<file path="src/rtl/adder_sub_if.sv">
`default_nettype none
// ---------------------------------------------------------------------------
// adder_sub_if : operand/result bundle for the registered adder/subtractor
// Rev 1.0
// ---------------------------------------------------------------------------
interface adder_sub_if #(
    parameter int WIDTH = 4
);
    logic             in_valid;
    logic [WIDTH-1:0] a;
    logic [WIDTH-1:0] b;
    logic             control;
    logic [WIDTH-1:0] out;
    logic             cout;
    logic             ovf;
    logic             out_valid;

    modport master (
        output in_valid, a, b, control,
        input  out, cout, ovf, out_valid
    );

    modport slave (
        input  in_valid, a, b, control,
        output out, cout, ovf, out_valid
    );
endinterface
`default_nettype wire

</file>
<file path="src/rtl/adder_sub.sv">
`default_nettype none
// ---------------------------------------------------------------------------
// adder_sub : ripple-carry two's-complement add/subtract, registered outputs
// Rev 1.0
// ---------------------------------------------------------------------------
module adder_sub #(
    parameter int WIDTH = 4
) (
    input  wire logic     clk,
    input  wire logic     rst_n,
    adder_sub_if.slave    bus
);
    logic [WIDTH-1:0] w_bx;
    logic [WIDTH-1:0] w_sum;
    logic [WIDTH:0]   w_carry;

    logic [WIDTH-1:0] r_out;
    logic             r_cout;
    logic             r_ovf;
    logic             r_out_valid;

    // control doubles as carry-in so subtract becomes a + ~b + 1
    assign w_carry[0] = bus.control;

    generate
        for (genvar i = 0; i < WIDTH; i++) begin : g_fa
            assign w_bx[i]      = bus.b[i] ^ bus.control;
            assign w_sum[i]     = bus.a[i] ^ w_bx[i] ^ w_carry[i];
            assign w_carry[i+1] = (bus.a[i] & w_bx[i]) |
                                  (bus.a[i] & w_carry[i]) |
                                  (w_bx[i]  & w_carry[i]);
        end
    endgenerate

    always_ff @(posedge clk) begin
        if (!rst_n) begin
            r_out       <= '0;
            r_cout      <= 1'b0;
            r_ovf       <= 1'b0;
            r_out_valid <= 1'b0;
        end else begin
            r_out_valid <= bus.in_valid;
            if (bus.in_valid) begin
                r_out  <= w_sum;
                r_cout <= w_carry[WIDTH];
                r_ovf  <= w_carry[WIDTH] ^ w_carry[WIDTH-1];
            end
        end
    end

    assign bus.out       = r_out;
    assign bus.cout      = r_cout;
    assign bus.ovf       = r_ovf;
    assign bus.out_valid = r_out_valid;
endmodule
`default_nettype wire

</file>
<file path="src/flat_wrapper.sv">
// flat-port wrapper written by rule: the top's interface ports become plain ports
module adder_sub_flat 
#(
    parameter int WIDTH = 4
)
  (clk, rst_n, bus_in_valid, bus_a, bus_b, bus_control, bus_out, bus_cout, bus_ovf, bus_out_valid);
  adder_sub_if #(.WIDTH(WIDTH)) bus_i ();
  input  wire logic clk;
  input  wire logic rst_n;
  input wire logic [$bits(bus_i.in_valid)-1:0] bus_in_valid;
  input wire logic [$bits(bus_i.a)-1:0] bus_a;
  input wire logic [$bits(bus_i.b)-1:0] bus_b;
  input wire logic [$bits(bus_i.control)-1:0] bus_control;
  output wire logic [$bits(bus_i.out)-1:0] bus_out;
  output wire logic [$bits(bus_i.cout)-1:0] bus_cout;
  output wire logic [$bits(bus_i.ovf)-1:0] bus_ovf;
  output wire logic [$bits(bus_i.out_valid)-1:0] bus_out_valid;
  assign bus_i.in_valid = bus_in_valid;
  assign bus_i.a = bus_a;
  assign bus_i.b = bus_b;
  assign bus_i.control = bus_control;
  assign bus_out = bus_i.out;
  assign bus_cout = bus_i.cout;
  assign bus_ovf = bus_i.ovf;
  assign bus_out_valid = bus_i.out_valid;
  adder_sub #(.WIDTH(WIDTH)) u_core (.clk(clk), .rst_n(rst_n), .bus(bus_i));
endmodule
</file>
<file path="config.mk">
export PLATFORM = sky130hd
export DESIGN_NAME = adder_sub_flat
export DESIGN_NICKNAME = d
export VERILOG_FILES = /design/src/rtl/adder_sub_if.sv /design/src/rtl/adder_sub.sv /design/src/flat_wrapper.sv
export SDC_FILE = /design/constraint.sdc
export NUM_CORES = 1
export LEC_CHECK = 0
export ABC_AREA = 1
export CORE_AREA = 5 5 42 44
export CTS_BUF_LIST = sky130_fd_sc_hd__clkbuf_8 sky130_fd_sc_hd__clkbuf_16
export DETAILED_ROUTE_END_ITERATION = 8
export DIE_AREA = 0 0 47 49
export PLACE_DENSITY = 0.67
export SLEW_MARGIN = 25
export SYNTH_ARGS = -nofsm -noshare
export SYNTH_HDL_FRONTEND = slang
export SYNTH_SLANG_ARGS = --single-unit
</file>
<file path="constraint.sdc">
create_clock -name clk -period 2.25 [get_ports clk]
set_clock_uncertainty 0.05 [all_clocks]
set_input_delay 0.3375 -clock clk [delete_from_list [all_inputs] [get_ports clk]]
set_output_delay 0.3375 -clock clk [all_outputs]
set_load 0.02 [all_outputs]
</file>
-- Yosys cells after proc, flatten, opt, wreduce, memory -nomap -nowiden
Cells that the tools add are included.
- bitwise gates (word level): 33
- operators by type and width (kind ; number):
    1-bit XOR ; 13
    1-bit bitwise AND ; 12
    1-bit OR ; 8
- register bits after elaboration: 7
- output and inout port bits: 7
- logic and storage cells: 37
- bits of input ports: 12

-- Longest topological paths before layout
Gate-level depths: netlist (run 1).
- depth in word-level cells: 14
- mapped depth: 11
- mapped depth without buffers: 11

-- Worst setup path before layout (run 1)
Ideal clock, no wire load.
- path type: input port to flip-flop
- from: in bus_control
- to: reg u_core.r_ovf (netlist: u_core.bus.ovf)
- stages: 9
- slack: 324 ps
- required time: 2130 ps
- arrival time: 1807 ps
- library setup time: 70 ps
- path through: xor2_1 fa_1 inv_1 fa_1 inv_1 fa_1 inv_1 nand2_1 a21oi_1
- longest elaborated chain between the ends: 14
- elaborated cells between the ends (all ways): 25
- classes of those cells: bitwise: 25
- ends and longest elaborated chain (what ; line ; RTL):
    start, declared ; flat_wrapper.sv:13 ; input wire logic [$bits(bus_i.control)-1:0] bus_control;
    1-bit XOR ; adder_sub.sv:27 ; assign w_bx[i] = bus.b[i] ^ bus.control;
    1-bit bitwise AND ; adder_sub.sv:29 ; assign w_carry[i+1] = (bus.a[i] & w_bx[i]) |
    1-bit OR ; adder_sub.sv:29 ;
    1-bit OR ; adder_sub.sv:30 ; (bus.a[i] & w_carry[i]) |
    1-bit bitwise AND ; adder_sub.sv:30 ;
    1-bit OR ; adder_sub.sv:29 ;
    1-bit OR ; adder_sub.sv:30 ;
    1-bit bitwise AND ; adder_sub.sv:30 ;
    1-bit OR ; adder_sub.sv:29 ;
    1-bit OR ; adder_sub.sv:30 ;
    1-bit bitwise AND ; adder_sub.sv:30 ;
    1-bit OR ; adder_sub.sv:29 ;
    1-bit OR * ; adder_sub.sv:30 ;
    named net u_core.w_carry[4] ; adder_sub.sv:15 ; logic [WIDTH:0] w_carry;
    1-bit XOR * ; adder_sub.sv:46 ; r_ovf <= w_carry[WIDTH] ^ w_carry[WIDTH-1];
    end signal, assigned ; adder_sub.sv:46 ;
    end, declared ; adder_sub.sv:19 ; logic r_ovf;
Mark *: on every way through the listed nets, which the timed path passes. The rest lies on a longest branch.
A chain may end at the register's enable or synchronous reset.

-- Worst setup path after layout (run 1)
Same ends and word-level chain as after synthesis.

==> results.yml, run 1 <==
run_status:
  status: "completed"
job:
  drv.max_cap_violation_count: 0
finish:
  fin_nets: 85
  layout.cell_area.non_filler_um2: 646.9
  layout-drive-gt1-share: 0.2029
  antennaDiodeCount: 0
  area_delta_synth_final_pct: 72.91
pwr:
  cell_leakage_power_nw: 0.3185
  pwr_density_cell_nw_per_um2: 667.3
  peakVddDrop_v: 0.0002119
logic_synthesis:
  synth-compound-area-share: 0.1505
  synth_xor_xnor_area_share: 0.07023
  synthTopCellsByArea: "dfxtp_1, fa_1, inv_1"
  synthesis.area_per_instance_um2: 8.314
  synth-edff-count: 0
  ys_top_cells_by_count: "inv_1, dfxtp_1, nand2_1, o21ai_0, nor2_1"
  synth-main-ff-cell: "dfxtp_1"
  synthesized_netlist_cell_count: 45
  synth-adder-area-share: 0.1605
  synth_seq_area_share: 0.3746
  portion_of_netlist_area_occupied_by_mux_cells: 0
  synth.most_common_cell: "inv_1"
  synth-warning-count: 0
  post_synth_and_or_nand_nor_area_fraction: 0.1237
  synth_largest_type_area_fraction: 0.3746
  post_synth_instance_area_um2: 374.1
  synth_top_family_by_area: "adder cells"
  netlist.top_cell.by_area: "dfxtp_1"
  synth_cell_type_count: 14
  synth_async_sr_flop_share: 0
  postSynthRegisterBits: 7
  synthesis.nets: 60
die:
  core-area_um2: 1401
  dieHeight_um: 49
  floorplan_row_count: 14
  io_pins: 19
  initial_core_util: 0.2670
  die_x_um: 47
  die-area_um2: 2303
critical_path:
  critical_path.slowest_cell: "fa_2"
  critPathKind: "primary input to flip-flop"
  worstPathRequired_ps: 2350
  cp_slowest_stage_delay_ps: 390
  worstPathMaxFanout: 3
  cp_cell_sequence: "dlygate4sd2_1 -> o21a_1 -> fa_2 -> inv_2 -> fa_2 -> inv_2 -> fa_2 -> inv_1 -> nand2_1 -> a21oi_1"
  arrival_ps: 2170
  worst_setup_path_start_kind: "primary input"
  critical-path-top-cell-by-count: "fa_2"
  worst_setup_path_end_kind: "flip-flop"
cts:
  clkSlewWorstSetupHoldPaths_ps: 40
  cts_buffer_depth: 2
  cts-hold-fix-buffers: 0
  cts-buffers-inserted: 3
  clock_insertion_delay_worst_skew_ps: 220
  tritoncts: "yes"
  clockRootBuffer: "clkbuf_8"
  clock_sinks: 7
  cts_setup_buffers: 0
  clock_tree.htree_level_count: 1
placed_design:
  post-place-ws_ps: -270.9
  numPortBuffers: 18
  hpwl_um: 620.1
  placement.cell_area_um2: 585.6
  place.gp.congestion: 0.6796
sta:
  fin_setup_tns_ps: 0
  post_route_minimum_period_ps: 2071
  fmax_ghz: 0.4828
  crit_share_post_route: 0.9206
  worst_slew_pin_slew_ps: 303.8
  timing.final.setup_violations: 0
  timing.hold.ws_ps: 402.1
  rel_slew_slack: 0.7968
  timing.final.max_slew_violations: 0
  hold_viol: 0
  rsz_0062_raised_after_global_routing: "false"
  post-route-worst-setup-slack_ps: 178.6
route:
  route.detailed.vias_per_inst: 4.176
  vias: 355
  routed-wl-met2_um: 316
  wirelength_um: 742
  topRoutingLayerUsed: "met4"
  detail_route.iter0.violations: 2
  route.detailed.drc: 0
  route.antenna.remaining_nets: 0
  route.met3.wl_um: 95
  drtPass1Iterations: 2
  routedLengthMet1_um: 293
  wl_per_cell_um: 8.729
grt:
  grt_max_degree: 11
  grt_first_pass_wirelength_mm: 1.145
  grt_remaining_overflow: 0
  grt_pass1_vias: 311
  antenna_violations_before_repair: 0
  grt_usage: 0.07355
worst_hold_path:
  hold_path_class: "primary input to flip-flop"
routing by layer:
| layer | vias up | track usage |
|---|---|---|
| li1 | 185 | - |
| met1 | 149 | 0.07127 |
| met2 | 17 | 0.1018 |
| met3 | 4 | 0.02214 |
| met4 | 0 | 0.09677 |
| met5 | - | 0 |
cell families after synthesis:
| logic type | Yosys count |
|---|---|
| AND/OR/NAND/NOR | 12 |
| flip-flops | 7 |
| adder cells (fa/ha/maj) | 3 |
| buffers and inverters | 10 |
| AO/OA/AOI/OAI | 10 |
| XOR/XNOR | 3 |
what timing repair did:
action / in CTS / in global routing
gates resized for setup: 4 / 6
setup endpoints to repair: 2 / 2
pin swaps: 1 / 5
layout make-up:
type	count	area [µm²]
fill	159	754.5
sequential	7	140.1
multi-input combinational	28	198.9
clock inverter	1	3.754
tap	16	20.02
inverter	9	33.78
clock buffer	3	41.29
timing repair buffer	21	209.0
flip-flops by register name, indices dropped and copies added, names as in the netlist:
| register | count |
|---|---|
| u_core.bus.ovf | 1 |
| u_core.bus.out_valid | 1 |
| u_core.bus.out | 4 |
| u_core.bus.cout | 1 |
critical path: cells and delay by family:
kind                       cells  cell delay, ps
and+or+nand+nor                1              50
AOI/OAI and AO/OA              2             350
adders and majority gates      3             980
buffers and inverters          4             460
cell usage in the layout, fill, tap and decap left out, drive strengths merged:
master         count
nand2              7
o21ai              5
inv               10
xor2               2
dfxtp              7
dlygate4sd2        1
nand3              1
clkdlybuf4s50     14
o21a               1
xnor2              1
fa                 3
buf                3
clkbuf             3
nor2               4
dlymetal6s2s       3
a21oi              4
where the power goes:
part / total, W / switching (W) / internal [W]
registers: 0.000141 / 0.00000477 / 0.000137
logic: 0.000121 / 0.0000571 / 0.0000638
clock network: 0.000169 / 0.0000516 / 0.000118
total: 0.000432 / 0.000114 / 0.000318
metrics by stage:
step,power (W),instances,utilization
after global placement,0.0002580,81,0.4179
after floorplan,0.0002025,45,-
final,0.0004317,85,0.4616
after CTS,0.0004387,85,0.4527
after detailed placement,0.0002612,81,0.4179
after global routing,0.0004669,85,0.4616
final timing paths:
path	startpoint	to	slack [ps]	cells past startpoint
min reg2reg	u_core.bus.out[1]$_SDFFE_PN0P_	u_core.bus.out[1]$_SDFFE_PN0P_	460	2
max reg2reg	u_core.bus.ovf$_SDFFE_PN0P_	u_core.bus.ovf$_SDFFE_PN0P_	1560	2
min	bus_a[0]	u_core.bus.out[0]$_SDFFE_PN0P_	400	5
max	bus_control	u_core.bus.ovf$_SDFFE_PN0P_	180	10
No activity file was read; power rests on OpenSTA's default activity.
==> inputs of run 2 (changes only) <==
clock period = 2.5 ns   (was 2.25 ns; I/O delays follow)
==> run 2 against run 1 <==
- clock-buffer cell count unchanged
- combinational power decreased by 13%
- critical path depth decreased by 1
- final area decreased by 2.5%
- die area unchanged
- cell count unchanged
- global-route usage decreased by 0.19 points
- hold slack improved by 53 ps
- sequential share of layout area increased by 0.56 points
- wire length increased by 0.54%
- flip-flop and latch count unchanged
- critical path type unchanged
- clock power decreased by 9%
==> results.yml, run 2 (same netlist as run 1, synthesis figures left out) <==
run_status:
  status: "completed"
finish:
  final_cell_count_no_fill: 85
  area_delta_synth_final_pct: 68.56
  largest_register_ffs: 4
  layout-drive-gt1-share: 0.1159
  most-common-layout-cells: "clkdlybuf4s50_1, inv_1, nand2_1, dfxtp_1, o21ai_0"
  antennaDiodeCount: 0
  most_frequent_standard_cell_in_the_layout_excluding_fill_and_tap_cells: "clkdlybuf4s50_1"
  fin_nets: 85
  postLayoutCoreUtil: 0.4500
pwr:
  power.combinational.fraction: 0.273
  power.switching_fraction: 0.2604
  p_int_w: 0.0002853
  clock_network_fraction_of_design_power: 0.397
  sequentialPowerShare: 0.330
  peakVddDrop_v: 0.0002109
  p_switching_w: 0.0001005
  pwr_density_cell_nw_per_um2: 611.7
  cell_leakage_power_nw: 0.2950
cts:
  cts-buffers-inserted: 3
  cts_buffer_depth: 2
  clkSlewWorstSetupHoldPaths_ps: 40
  cts_setup_buffers: 0
  cts-hold-fix-buffers: 0
  clockRootBuffer: "clkbuf_8"
  post_cts_resize_count: 0
  clock_tree.htree_level_count: 1
  tritoncts: "yes"
  clock_sinks: 7
  clock_insertion_delay_worst_skew_ps: 220
sta:
  worst_slew_pin_slew_ps: 331.6
  hold_viol: 0
  fmax_ghz: 0.4300
  timing.final.setup_violations: 0
  crit_share_post_route: 0.9303
  rsz_0062_raised_after_global_routing: "false"
  timing.final.max_slew_violations: 0
  post_route_minimum_period_ps: 2326
  rel_slew_slack: 0.7782
route:
  drtPass1Iterations: 4
  route.detailed.vias_per_inst: 4.118
  detail_route.iter0.violations: 3
  route.detailed.drc: 0
  vias: 350
  route.antenna.remaining_nets: 0
  wl_per_cell_um: 8.776
  wirelength_um: 746
grt:
  grt_max_degree: 11
  grt_first_pass_wirelength_mm: 1.145
  antenna_violations_before_repair: 0
  grt_pass1_vias: 286
  grt_remaining_overflow: 0
  grt_usage: 0.07163
critical_path:
  crit_cells: 9
  worst_path_dominant_cell_family: "adder cells"
  worst-r2r-cell-count: 2
  arrival_ps: 2390
  cp_cell_sequence: "clkdlybuf4s50_1 -> xor2_1 -> fa_1 -> inv_1 -> fa_1 -> inv_1 -> fa_1 -> nor2_1 -> nor2_1"
  worst_setup_path_start_kind: "primary input"
  worstPathRequired_ps: 2560
  critPathKind: "primary input to flip-flop"
  critical_path.slowest_cell: "clkdlybuf4s50_1"
  worstPathMaxFanout: 3
  critical-path-top-cell-by-count: "fa_1"
  cp_slowest_stage_delay_ps: 510
  timing.critical_path.buf_inv: 3
  worst_setup_path_end_kind: "flip-flop"
die:
  dieHeight_um: 49
  floorplan_row_count: 14
  io_pins: 19
  die_x_um: 47
  core-area_um2: 1401
  die-area_um2: 2303
  initial_core_util: 0.2670
job:
  drv.max_cap_violation_count: 0
placed_design:
  numPortBuffers: 18
  place.gp.congestion: 0.6772
  placed_cells_incl_taps: 81
  hpwl_um: 617.9
worst_hold_path:
  hold_path_class: "flip-flop to flip-flop"
  hold_path_depth: 2
## run 2: cell types whose count changed in the layout (fill, tap and decap cells not counted)
cell,delta
dlymetal6s2s_1,-3
fa_1,+3
nor2_1,+1
fa_2,-3
dlygate4sd2_1,-1
nor2_2,-1
inv_2,-2
inv_1,+2
clkdlybuf4s50_1,+4
## run 2: routing by layer
layer | GRT usage | share of wire | up-vias
met4 | 0.06912 | 0 | 0
met1 | 0.08315 | 0.42 | 149
li1 | - | - | 186
met5 | 0 | 0 | -
met2 | 0.09502 | 0.47 | 15
met3 | 0.02583 | 0.11 | 0
## run 2: final cells by class
class                   instances  area, µm²
clock inverters                 1      3.754
clock buffers                   3      41.29
multi-input cells              28      188.9
fillers                       153      770.7
well taps                      16      20.02
inverters                       9      33.78
flip-flops and latches          7      140.1
repair buffers                 21      202.7
## run 2: power by group through the flow
stage / logic [W] / registers, W / clock network (W)
2_1_floorplan: 0.0000399 / 0.000142 / 0
6_report: 0.000105 / 0.000127 / 0.000153
5_1_grt: 0.000117 / 0.000128 / 0.000169
3_5_place_dp: 0.000107 / 0.000129 / 0
3_3_place_gp: 0.000104 / 0.000129 / 0
4_1_cts: 0.000107 / 0.000127 / 0.000160
## run 2: metrics by stage
stage / total power (W) / TNS, ps / area [µm²] / worst slack [ps] / hold WS (ps)
floorplan: 0.0001823 / 0 / 374.1 / 536.2 / 441.4
global placement: 0.0002334 / -52.42 / 585.6 / -26.24 / 429.2
detailed placement: 0.0002359 / -123.3 / 585.6 / -80.89 / 440.2
CTS: 0.0003948 / 0 / 630.6 / 155.4 / 453.2
global route: 0.0004147 / 0 / 630.6 / 55.24 / 491.6
finish: 0.0003857 / 0 / 630.6 / 174.4 / 455.2
## run 2: worst paths after layout
check | from | endpoint | slack [ps]
worst max register to register | u_core.bus.cout$_SDFFE_PN0P_ | u_core.bus.cout$_SDFFE_PN0P_ | 1820
worst max-delay path | bus_control | u_core.bus.out[3]$_SDFFE_PN0P_ | 170
worst min register to register | u_core.bus.out[3]$_SDFFE_PN0P_ | u_core.bus.out[3]$_SDFFE_PN0P_ | 460
worst min-delay path | u_core.bus.out[3]$_SDFFE_PN0P_ | u_core.bus.out[3]$_SDFFE_PN0P_ | 460
## run 2: tightest hold or removal path: cells and delay by family, from the launching register on
family / cells / cell delay [ps]
AOI/OAI and AO/OA: 1 / 70
DFF: 1 / 320
and+or+nand+nor: 1 / 70
==> variant 1: new RTL, config.mk and constraints of run 1 <==
`WIDTH` is set to 4 in 3 places; all go to 3.
--- a/src/rtl/adder_sub_if.sv
+++ b/src/rtl/adder_sub_if.sv
@@ -6,3 +6,3 @@
 interface adder_sub_if #(
-    parameter int WIDTH = 4
+    parameter int WIDTH = 3
 );
--- a/src/rtl/adder_sub.sv
+++ b/src/rtl/adder_sub.sv
@@ -6,3 +6,3 @@
 module adder_sub #(
-    parameter int WIDTH = 4
+    parameter int WIDTH = 3
 ) (
--- a/src/flat_wrapper.sv
+++ b/src/flat_wrapper.sv
@@ -3,3 +3,3 @@
 #(
-    parameter int WIDTH = 4
+    parameter int WIDTH = 3
 )
Interface: changed (resized bus_a, bus_b and bus_out); port bits go from 19 to 16. No check against the original RTL was run, so the function may have changed too.
==> variant 1 against run 1 <==
- critical endpoint unchanged
- total power shrank 15%
- critical path type unchanged
- area after synthesis shrank 16%
- wire length shrank 17%
- cell area shrank 20%
- synthesized cell count shrank 11%
- sequential cell count shrank 1
- setup slack gained 0.070 ns
==> variant 1: results <==
INSERT INTO impl_metrics (metric_group, metric, value, unit) VALUES
('place', 'globalplace.congestion', '0.694', ''),
('drt', 'first_pass_iters', '4', ''),
('global_route', 'global_route_wire_length_before_repair', '1.14', 'mm'),
('place', 'buffers_on_ports', '15', ''),
('pwr', 'cellLeakagePower', '0.251', 'nW'),
('clock_network', 'postCtsResizedCells', '0', ''),
('global_route', 'grt_start_max_net_pins', '10', ''),
('logic_synthesis', 'synthesis.nets', '52', ''),
('place', 'post-place-cells', '71', ''),
('logic_synthesis', 'synth_area_per_cell', '7.82', 'um2'),
('drt', 'drt_iter0_markers', '1', ''),
('global_route', 'globalRouteTotalUtil', '7.08', '%'),
('min_path', 'min-delay-path-class', 'reg -> reg', ''),
('place', 'detailedPlacementHpwl', '518', 'um'),
('logic_synthesis', 'leading_post_synthesis_cells_by_cell_area', 'dfxtp_1, fa_1, nand2_1', ''),
('cells_and_area', 'drive_gt1_share', '6.90', '%'),
('outcome', 'outcome', 'completed', ''),
('pwr', 'cell_internal_pwr', '0.279', 'mW'),
('global_route', 'vias_in_the_first_global_route', '287', ''),
('logic_synthesis', 'netlist-cell-type-count', '11', '');
[variant 1: logic make-up after synthesis]
logic type               count (synthesis)  synth area share (%)
AO/OA/AOI/OAI                            6                  11.2
buffers and inverters                    9                  13.2
XOR/XNOR                                 2                  5.60
flip-flops                               6                  38.4
AND/OR/NAND/NOR                         15                  18.8
adder cells (fa/ha/maj)                  2                  12.8
[variant 1: final timing paths]
kind                     startpoint  depth (start not counted)  slack, ns                end
setup / recovery        bus_control                          9       0.25     u_core.bus.ovf
hold / removal    u_core.bus.out[2]                          2       0.44  u_core.bus.out[2]
setup reg to reg     u_core.bus.ovf                          3       1.55     u_core.bus.ovf
hold reg to reg   u_core.bus.out[2]                          2       0.44  u_core.bus.out[2]
[variant 1: layout make-up]
type,instances,share of cell area [%]
Timing Repair Buffer,16,30.3
Multi-Input combinational cell,25,29.1
Sequential cell,6,23.1
Clock buffer,3,7.93
Inverter,8,5.77
Tap cell,16,3.85
[variant 1: layer usage]
layer	part of all wire, %	global-route usage [%]	wire [um]
met1	38	8.04	233
met2	50	9.73	307
met3	12	5.54	76
met4	0	2.76	0
met5	0	0	0
[variant 1: power by group through the flow]
stage | sequential (mW) | clock [mW] | combinational (mW)
global placement | 0.122 | 0 | 0.0906
floorplan | 0.134 | 0 | 0.0346
detailed placement | 0.123 | 0 | 0.0906
CTS | 0.121 | 0.161 | 0.0911
global route | 0.122 | 0.172 | 0.100
finish | 0.121 | 0.156 | 0.0893
[variant 1: worst max-delay path: stages]
cell and delay (ns):
clkdlybuf4s50_1 0.46, xor2_1 0.20, fa_1 0.43, fa_1 0.39, inv_1 0.08, nand2_1 0.05
nand3_1 0.07, nand2_1 0.05, inv_1 0.04
[variant 1: through the flow]
stage	instance area, um2	worst slack [ns]
detailed placement	479	0.0168
finish	520	0.249
global route	520	0.117
CTS	520	0.237
global placement	479	0.0174
floorplan	313	0.566
==> variant 2: new RTL, settings of run 1 <==
Made on the original files. Reset style: asynchronous (`rst_n`), changed in one clocked block.
--- a/src/rtl/adder_sub.sv
+++ b/src/rtl/adder_sub.sv
@@ -34,3 +34,3 @@
 
-    always_ff @(posedge clk) begin
+    always_ff @(posedge clk or negedge rst_n) begin
         if (!rst_n) begin
Formal check against the unedited RTL: differs if rst_n is asserted again (counterexample within 4 cycles, from zero or initial values and one cycle with rst_n low); with rst_n held inactive, the same outputs for 10 cycles.
==> variant 2 against run 1 <==
- setup slack got worse by 0.019 ns
- global-route usage increased by 1.8 points
- maximum frequency decreased by 0.92%
- wire length increased by 21%
- die area unchanged
- sequential cell count unchanged
- cell area increased by 2.9%
- sequential share of layout area increased by 4.7 points
- total power increased by 15%
- first-iteration DRC count increased by 100%
- final cell count decreased by 2.4%
- via count increased by 2.0%
- area after synthesis increased by 2.0%
- core utilization increased by 1.3 points
==> variant 2: results <==
INSERT INTO impl_metrics (metric_group, metric, value, unit) VALUES
('outcome', 'outcome', 'completed', ''),
('drt', 'routedWlPerCell', '10.8', 'um'),
('global_route', 'globalRouteTotalUtil', '9.12', '%'),
('logic_synthesis', 'synth_top_cells_by_count', 'nand2_1, dfrtp_1, inv_1, fa_1, xor2_1', ''),
('drt', 'detailroute.via_count', '362', ''),
('global_route', 'vias_in_the_first_global_route', '348', ''),
('pwr', 'cellLeakagePower', '0.346', 'nW'),
('timing', 'max-slew-margin-rel', '79.3', '%'),
('place', 'globalplace.congestion', '0.660', ''),
('logic_synthesis', 'synthesis.nets', '57', ''),
('drt', 'drt_iter0_markers', '4', ''),
('place', 'detailedPlacementHpwl', '665', 'um'),
('pwr', 'worst_ir_drop_vdd', '0.276', 'mV'),
('global_route', 'gr-usage-met2', '15.6', '%'),
('logic_synthesis', 'synth-main-ff-cell', 'dfrtp_1', ''),
('drt', 'first_pass_iters', '3', ''),
('place', 'detailed_place.area', '589', 'um2'),
('cells_and_area', 'num-nets-final', '83', ''),
('place', 'place_ws', '-0.303', 'ns'),
('place', 'post-place-cells', '77', ''),
('drt', 'routed_via_density', '4.36', ''),
('logic_synthesis', 'netlist-cell-type-count', '11', ''),
('global_route', 'globalRouteMet3Util', '1.11', '%'),
('min_path', 'min-delay-path-class', 'in -> async', ''),
('logic_synthesis', 'yosysSeqAreaShare', '45.9', '%');
==> variant 2: final timing paths <==
path	start	to	slack (ns)
max reg2reg	u_core.bus.cout	u_core.bus.cout	1.58
min reg2reg	u_core.bus.out[1]	u_core.bus.out[1]	0.42
max	bus_control	u_core.bus.ovf	0.16
min in group clk	bus_a[0]	u_core.bus.out[0]	0.39
max in group asynchronous	rst_n	u_core.bus.out[2]	1.60
min	rst_n	u_core.bus.out[3]	0.32
==> variant 2: power by group <==
part	switching, mW	internal, mW
Combinational	0.0797	0.0847
Clock	0.0564	0.118
Sequential	0.0111	0.147
==> variant 2: what timing repair did <==
item                                    CTS  global route
endpoints found under the setup margin    2             2
pin swaps                                 2             4
setup buffers                             1             1
resized for setup                         5             6
==> variant 2: logic make-up after synthesis <==
kind of cell / share of synthesized area [%]
buffers and inverters: 6.88
and+or+nand+nor: 19.0
adders and majority gates: 15.7
xor gates and xnor gates: 6.89
AOI/OAI and AO/OA: 5.57
DFF: 45.9
==> variant 2: layout make-up <==
| type | count | area, um2 |
|---|---|---|
| Sequential cell | 7 | 175 |
| Timing Repair Buffer | 21 | 209 |
| Multi-Input combinational cell | 28 | 190 |
| Clock buffer | 3 | 41.3 |
| Clock inverter | 1 | 3.75 |
| Fill cell | 147 | 736 |
| Inverter | 7 | 26.3 |
| Tap cell | 16 | 20.0 |
==> variant 2: per-layer routing <==
metal	routed length [um]	part of all wire, %
met5	0	0
met4	39	4.3
met3	80	8.9
met2	476	53
met1	302	34
==> variant 2: worst register-to-register path: stages, from the launching register on <==
cell,delay [ns]
dfrtp_1,0.37
nand2_1,0.07
o21ai_1,0.06
